**src/rtl/alu_cluster.sv**
```systemverilog
// alu_cluster: N-lane integer execution cluster between the reservation
// stations and the CDB / branch-resolution logic.
//
// Ports (per-lane fields packed, lane i at [i*W +: W]):
//   clk, reset        clock; asynchronous active-high reset
//   flush             kills all in-flight work, blocks issue this cycle
//   issue_*           valid/ready issue port: op, operands, imm, pc,
//                     prediction, destination tag, ROB tag
//   cdb_*             held CDB result, drained by cdb_ready
//   br_*              one-cycle branch resolution pulse
//
// Optional feature macro: ALU_CLUSTER_MUL_EN adds a 2-cycle MUL (op 16).

module alu_cluster #(
    parameter int LANES = 2,
    parameter int XLEN  = 32,
    parameter int PC_W  = 64,
    parameter int TAG_W = 8,
    parameter int ROB_W = 7,
    parameter int OP_W  = 5
) (
    input  logic                   clk,
    input  logic                   reset,
    input  logic                   flush,
    input  logic [LANES-1:0]       issue_valid,
    output logic [LANES-1:0]       issue_ready,
    input  logic [LANES*OP_W-1:0]  issue_op,
    input  logic [LANES*XLEN-1:0]  issue_rs1_val,
    input  logic [LANES*XLEN-1:0]  issue_rs2_val,
    input  logic [LANES*PC_W-1:0]  issue_imm,
    input  logic [LANES*PC_W-1:0]  issue_pc,
    input  logic [LANES-1:0]       issue_pred_taken,
    input  logic [LANES*TAG_W-1:0] issue_rd,
    input  logic [LANES*ROB_W-1:0] issue_rob_tag,
    output logic [LANES-1:0]       cdb_valid,
    input  logic [LANES-1:0]       cdb_ready,
    output logic [LANES*TAG_W-1:0] cdb_tag,
    output logic [LANES*XLEN-1:0]  cdb_data,
    output logic [LANES*ROB_W-1:0] cdb_rob_tag,
    output logic [LANES-1:0]       br_valid,
    output logic [LANES-1:0]       br_taken,
    output logic [LANES-1:0]       br_mispredict,
    output logic [LANES*PC_W-1:0]  br_target,
    output logic [LANES*ROB_W-1:0] br_rob_tag
);

    localparam int SH_W = $clog2(XLEN);

    localparam logic [OP_W-1:0] OP_ADD  = OP_W'(0);
    localparam logic [OP_W-1:0] OP_SUB  = OP_W'(1);
    localparam logic [OP_W-1:0] OP_SLL  = OP_W'(2);
    localparam logic [OP_W-1:0] OP_SRL  = OP_W'(3);
    localparam logic [OP_W-1:0] OP_SRA  = OP_W'(4);
    localparam logic [OP_W-1:0] OP_SLT  = OP_W'(5);
    localparam logic [OP_W-1:0] OP_SLTU = OP_W'(6);
    localparam logic [OP_W-1:0] OP_AND  = OP_W'(7);
    localparam logic [OP_W-1:0] OP_OR   = OP_W'(8);
    localparam logic [OP_W-1:0] OP_XOR  = OP_W'(9);
    localparam logic [OP_W-1:0] OP_BEQ  = OP_W'(10);
    localparam logic [OP_W-1:0] OP_BNE  = OP_W'(11);
    localparam logic [OP_W-1:0] OP_BLT  = OP_W'(12);
    localparam logic [OP_W-1:0] OP_BGE  = OP_W'(13);
    localparam logic [OP_W-1:0] OP_BLTU = OP_W'(14);
    localparam logic [OP_W-1:0] OP_BGEU = OP_W'(15);
`ifdef ALU_CLUSTER_MUL_EN
    localparam logic [OP_W-1:0] OP_MUL  = OP_W'(16);
`endif

    typedef enum logic [1:0] {
        S_EMPTY = 2'd0,
        S_RES   = 2'd1
`ifdef ALU_CLUSTER_MUL_EN
        , S_MUL1 = 2'd2
`endif
    } state_t;

    genvar i;
    generate
        for (i = 0; i < LANES; i++) begin : g_lane
            logic [OP_W-1:0]  op;
            logic [XLEN-1:0]  a;
            logic [XLEN-1:0]  b;
            logic [PC_W-1:0]  pc;
            logic [PC_W-1:0]  imm;
            logic             slt;
            logic             ult;
            logic [XLEN-1:0]  res;
            logic             is_br;
            logic             taken;
            logic             rdy;
            logic             accept;
            state_t           state_q;
            state_t           state_d;
            logic [TAG_W-1:0] tag_q;
            logic [XLEN-1:0]  data_q;
            logic [ROB_W-1:0] rob_q;
            logic             brv_q;
            logic             brt_q;
            logic             brm_q;
            logic [PC_W-1:0]  brpc_q;
            logic [ROB_W-1:0] brrob_q;
`ifdef ALU_CLUSTER_MUL_EN
            logic             is_mul;
            logic [XLEN-1:0]  mul_a_q;
            logic [XLEN-1:0]  mul_b_q;
`endif

            assign op  = issue_op[i*OP_W +: OP_W];
            assign a   = issue_rs1_val[i*XLEN +: XLEN];
            assign b   = issue_rs2_val[i*XLEN +: XLEN];
            assign pc  = issue_pc[i*PC_W +: PC_W];
            assign imm = issue_imm[i*PC_W +: PC_W];
            assign slt = $signed(a) < $signed(b);
            assign ult = a < b;

            always_comb begin
                res   = '0;
                is_br = 1'b0;
                taken = 1'b0;
`ifdef ALU_CLUSTER_MUL_EN
                is_mul = 1'b0;
`endif
                case (op)
                    OP_ADD:  res = a + b;
                    OP_SUB:  res = a - b;
                    OP_SLL:  res = a << b[SH_W-1:0];
                    OP_SRL:  res = a >> b[SH_W-1:0];
                    OP_SRA:  res = $signed(a) >>> b[SH_W-1:0];
                    OP_SLT:  res = {{(XLEN-1){1'b0}}, slt};
                    OP_SLTU: res = {{(XLEN-1){1'b0}}, ult};
                    OP_AND:  res = a & b;
                    OP_OR:   res = a | b;
                    OP_XOR:  res = a ^ b;
                    OP_BEQ:  begin is_br = 1'b1; taken = (a == b); end
                    OP_BNE:  begin is_br = 1'b1; taken = (a != b); end
                    OP_BLT:  begin is_br = 1'b1; taken = slt;      end
                    OP_BGE:  begin is_br = 1'b1; taken = !slt;     end
                    OP_BLTU: begin is_br = 1'b1; taken = ult;      end
                    OP_BGEU: begin is_br = 1'b1; taken = !ult;     end
`ifdef ALU_CLUSTER_MUL_EN
                    OP_MUL:  is_mul = 1'b1;
`endif
                    default: res = '0;
                endcase
            end

            // A held result blocks issue unless the arbiter drains it now.
            assign rdy = !flush && (state_q == S_EMPTY ||
                         (state_q == S_RES && cdb_ready[i]));
            assign accept = issue_valid[i] && rdy;

            always_comb begin
                state_d = state_q;
                if (flush) begin
                    state_d = S_EMPTY;
                end else begin
                    case (state_q)
                        S_EMPTY, S_RES: begin
                            if (accept) begin
                                if (is_br) state_d = S_EMPTY;
`ifdef ALU_CLUSTER_MUL_EN
                                else if (is_mul) state_d = S_MUL1;
`endif
                                else state_d = S_RES;
                            end else if (state_q == S_RES && cdb_ready[i]) begin
                                state_d = S_EMPTY;
                            end
                        end
`ifdef ALU_CLUSTER_MUL_EN
                        S_MUL1: state_d = S_RES;
`endif
                        default: state_d = S_EMPTY;
                    endcase
                end
            end

            always_ff @(posedge clk or posedge reset) begin
                if (reset) begin
                    state_q <= S_EMPTY;
                    tag_q   <= '0;
                    data_q  <= '0;
                    rob_q   <= '0;
                    brv_q   <= 1'b0;
                    brt_q   <= 1'b0;
                    brm_q   <= 1'b0;
                    brpc_q  <= '0;
                    brrob_q <= '0;
`ifdef ALU_CLUSTER_MUL_EN
                    mul_a_q <= '0;
                    mul_b_q <= '0;
`endif
                end else begin
                    state_q <= state_d;
                    brv_q   <= 1'b0;
                    if (accept) begin
                        if (is_br) begin
                            brv_q   <= 1'b1;
                            brt_q   <= taken;
                            brm_q   <= taken ^ issue_pred_taken[i];
                            brpc_q  <= taken ? pc + imm : pc + PC_W'(4);
                            brrob_q <= issue_rob_tag[i*ROB_W +: ROB_W];
                        end else begin
                            tag_q  <= issue_rd[i*TAG_W +: TAG_W];
                            rob_q  <= issue_rob_tag[i*ROB_W +: ROB_W];
                            data_q <= res;
`ifdef ALU_CLUSTER_MUL_EN
                            mul_a_q <= a;
                            mul_b_q <= b;
`endif
                        end
                    end
`ifdef ALU_CLUSTER_MUL_EN
                    // Product is formed in the second cycle from the
                    // operands captured at accept.
                    if (!flush && state_q == S_MUL1)
                        data_q <= mul_a_q * mul_b_q;
`endif
                end
            end

            assign issue_ready[i]                 = rdy;
            assign cdb_valid[i]                   = (state_q == S_RES);
            assign cdb_tag[i*TAG_W +: TAG_W]      = tag_q;
            assign cdb_data[i*XLEN +: XLEN]       = data_q;
            assign cdb_rob_tag[i*ROB_W +: ROB_W]  = rob_q;
            assign br_valid[i]                    = brv_q;
            assign br_taken[i]                    = brt_q;
            assign br_mispredict[i]               = brm_q;
            assign br_target[i*PC_W +: PC_W]      = brpc_q;
            assign br_rob_tag[i*ROB_W +: ROB_W]   = brrob_q;
        end
    endgenerate

endmodule

```
**config.mk**
```make
export PLATFORM = sky130hd
export DESIGN_NAME = alu_cluster
export DESIGN_NICKNAME = d
export VERILOG_FILES = /design/src/rtl/alu_cluster.sv
export SDC_FILE = /design/constraint.sdc
export NUM_CORES = 2
export LEC_CHECK = 0
export ABC_AREA = 1
export CELL_PAD_IN_SITES_DETAIL_PLACEMENT = 0
export CELL_PAD_IN_SITES_GLOBAL_PLACEMENT = 1
export CORE_ASPECT_RATIO = 2
export CORE_UTILIZATION = 25
export CTS_CLUSTER_DIAMETER = 50
export DETAILED_ROUTE_END_ITERATION = 8
export PLACE_DENSITY = 0.66
export SETUP_SLACK_MARGIN = 0.15
export SLEW_MARGIN = 20
export SYNTH_ARGS = -nofsm -noshare
export SYNTH_HDL_FRONTEND = slang
export SYNTH_SLANG_ARGS = --single-unit
```
**constraint.sdc**
```tcl
create_clock -name clk -period 9.7 [get_ports clk]
set_input_delay 1.94 -clock clk [delete_from_list [all_inputs] [get_ports clk]]
set_output_delay 1.94 -clock clk [all_outputs]
set_load 0.05 [all_outputs]
```
==> qor.yml <==
setup_tns_ns: 0
synth.avg_cell_area_um2: 5.529
hold_path.class: "reg -> reg"
fin_crit_sh_pct: 67.10
drtPass1Iterations: 7
skew_ns: 0.01677
grt_busiest_layer: "met2"
grt_util_all_layers_pct: 34.24
p_leak_nw: 25.53
htreeDepth: 2
synthXorXnorAreaFrac_pct: 4.198
async_reset_ff_share_pct: 100.0
synth_mux_area_share_pct: 0.7380
worstSkewPairLatency_ns: 0.63
gp_congestion: 1.066
cts_setup_buffers: 0
synth_top_area_share_pct: 23.24
antenna_found_initial: 29
synth_edf_count: 0
fin_cells: 10510
ir_drop_v: 0.0001306
routed_via_density: 5.271
yosys_register_bits: 244
synthDistinctLibCells: 61
synth_area_leader_cell: "nand2_1"
cts.hold.buffers_added: 0
die_area_um2: 172000
syn_area_um2: 42560
path_class: "in -> reg"
postRouteAntennaNets: 0
status: "complete, no violations"
area_growth_pct: 24.44
post_synth_and_or_nand_nor_area_fraction_pct: 42.64
met2_usage_pct: 61.10
grt_pass1_vias: 56050
path_clk_slew_ns: 0.06
setup-violations-final: 0
fin_crit_ns: 6.509
endpoint_kind: "register"
rows: 213
required_ns: 10.27
slew_viol_final: 0
wl_per_cell_um: 28.92
clock-root-buffer: "clkbuf_16"
synth_area_leaders: "nand2_1 23%, dfrtp_1 14%, ha_1 9.6%"
yosys_warnings: 0
io_pins: 679
finalWirelength_um: 304100
clk_path_buf_depth: 3
synth_adder_area_share_pct: 9.896
cts_tree: "built"
synth_compound_area_share_pct: 16.88
dpl.hpwl_um: 256800
yosys_most_used_dff: "dfrtp_1"
grt_max_degree: 82
synth_top_family_by_area: "simple AND/OR/NAND/NOR gates"
die_w_um: 293.7
coreArea_um2: 168700
place_inst: 10430
hold_slack_ns: 0.4704
max_cap_viol_count: 0
relSlewSlack_pct: 8.237
postSynthNetCount: 8463
overflow: 0
portBuffers: 678
fill_cells: 19300
cts_sinks: 244
drtIter0Drc: 4273
cts_resized: 0
hold_violations: 0
dpl-instance-area_um2: 51430
rsz0062_at_grt: "no"
p_total_mw: 6.985
p_per_area_nw_per_um2: 131.9
initial_core_util_pct: 25.23
use_met3_pct: 6.046
max_freq_ghz: 0.1536
grt_pass1_wl_um: 416000
route.detailed.drc: 0
met1_usage_pct: 34.01
cp_max_fo: 66
nets: 8977
cts_buffers: 41
die_y_um: 585.5
worst_pin_slew_ns: 1.366
critPathArrivalTime_ns: 7.07
vias: 55410
synth.yosys.seq_area_share_pct: 14.35
syn_inst: 7697
final_area_um2: 52960
final_layout_size_suffix_gt1_share_pct: 3.324
start_kind: "input port"
## report_power, final
group          internal, mW  switching [mW]  total [mW]
sequential             1.23           0.174        1.40
combinational          1.11            2.78        3.89
clock                 0.986           0.706        1.69
total                  3.32            3.66        6.98
## metrics by stage
step / utilization, % / setup WS (ns)
2_1_floorplan: - / 1.058
3_3_place_gp: 30.48 / 2.637
3_5_place_dp: 30.49 / 2.652
4_1_cts: 31.38 / 3.317
5_1_grt: 31.38 / 2.944
6_report: 31.39 / 3.191
## cells in the mapped netlist (37+ instances only)
cell      instances
nor2_1          795
o21ai_0         551
clkbuf_1        145
nand4_1         160
nand2_2          41
inv_1           897
o211ai_1         47
nor3_1           96
buf_2            70
nand3_1         547
a21oi_1         440
o21a_1           37
o21bai_1         41
xnor2_1          93
o22ai_1          42
xor2_1          111
dfrtp_1         244
ha_1            327
nand2_1        2635
## state kept, by name (all words and copies together) (netlist names)
register        count
g_lane.brm_q        2
g_lane.brv_q        2
g_lane.tag_q       16
g_lane.brpc_q     128
g_lane.data_q      64
g_lane.brt_q        2
g_lane.rob_q       14
g_lane.state_q      2
g_lane.brrob_q     14
## worst paths after layout
check,slack (ns),cells after the start,to,startpoint
min,0.47,2,g_lane[0].rob_q[2],g_lane[0].rob_q[2]
max,3.19,22,g_lane[1].brpc_q[36],issue_rs2_val[36]
min reg2reg,0.47,2,g_lane[0].rob_q[2],g_lane[0].rob_q[2]
max in group asynchronous,6.44,3,g_lane[0].brpc_q[56],reset
max reg2reg,6.78,8,g_lane[1].brpc_q[23],g_lane[1].state_q[0]
min in group asynchronous,1.80,2,g_lane[1].brrob_q[4],reset
## routing by layer
metal  vias to the layer above  share of wire (%)
li1                      25980                  -
met1                     26030                 34
met2                      2586                 49
met3                       797                6.2
met4                        22                 10
met5                         -              0.041
## placed cells by master (no fill, tap or decap), drive strengths merged, types with 5 or more instances in the layout
master,Yosys,final
nand2,2679,2679
inv,922,933
nor2,809,809
clkdlybuf4s50,0,672
o21ai,561,561
nand3,552,552
a21oi,446,446
ha,327,327
dfrtp,244,244
nand4,161,161
xor2,111,111
nor3,98,98
xnor2,93,93
buf,133,79
clkbuf,147,48
o211ai,47,47
o22ai,42,42
o21bai,41,41
o21a,37,37
mux2i,31,31
nor4,30,30
nand3b,27,27
a211oi,25,25
o221ai,24,24
a31oi,20,20
a21o,19,19
clkinv,6,16
or2,14,14
diode,0,12
a21boi,10,10
and2,9,9
o2111ai,8,8
fa,6,6
bufinv,0,5
## critical path: stages
cell             delay, ns
clkdlybuf4s50_1       0.46
buf_4                 0.40
inv_1                 0.12
buf_4                 0.29
ha_1                  0.27
nand2_1               0.07
nand2_1               0.06
a21oi_1               0.17
nand2_1               0.14
nand2_1               0.09
nand2_1               0.17
nand2_2               0.15
nand2_1               0.09
nand2_2               0.10
nand2_1               0.08
nand2_2               0.07
buf_4                 0.64
nand3_2               0.79
buf_4                 0.55
nand2_1               0.14
nand3_1               0.08
nand2_1               0.09
## cell families after synthesis
family,after synthesis
AOI/OAI and AO/OA,1292
adders and majority gates,333
muxes,31
buffers and inverters,1208
xor gates and xnor gates,204
and+or+nand+nor,4385
DFF,244
## cell type report
cell class	instances	area (um^2)	share of cell area (%)
multi-input combinational	6245	31700	59.86
tap	2257	2824	5.332
antenna	12	30.03	0.05670
clock buffer	48	1115	2.105
timing repair buffer	751	7305	13.79
sequential	244	6106	11.53
clock inverter	28	385.4	0.7277
inverter	928	3492	6.594
(Power assumes the default switching activity.)
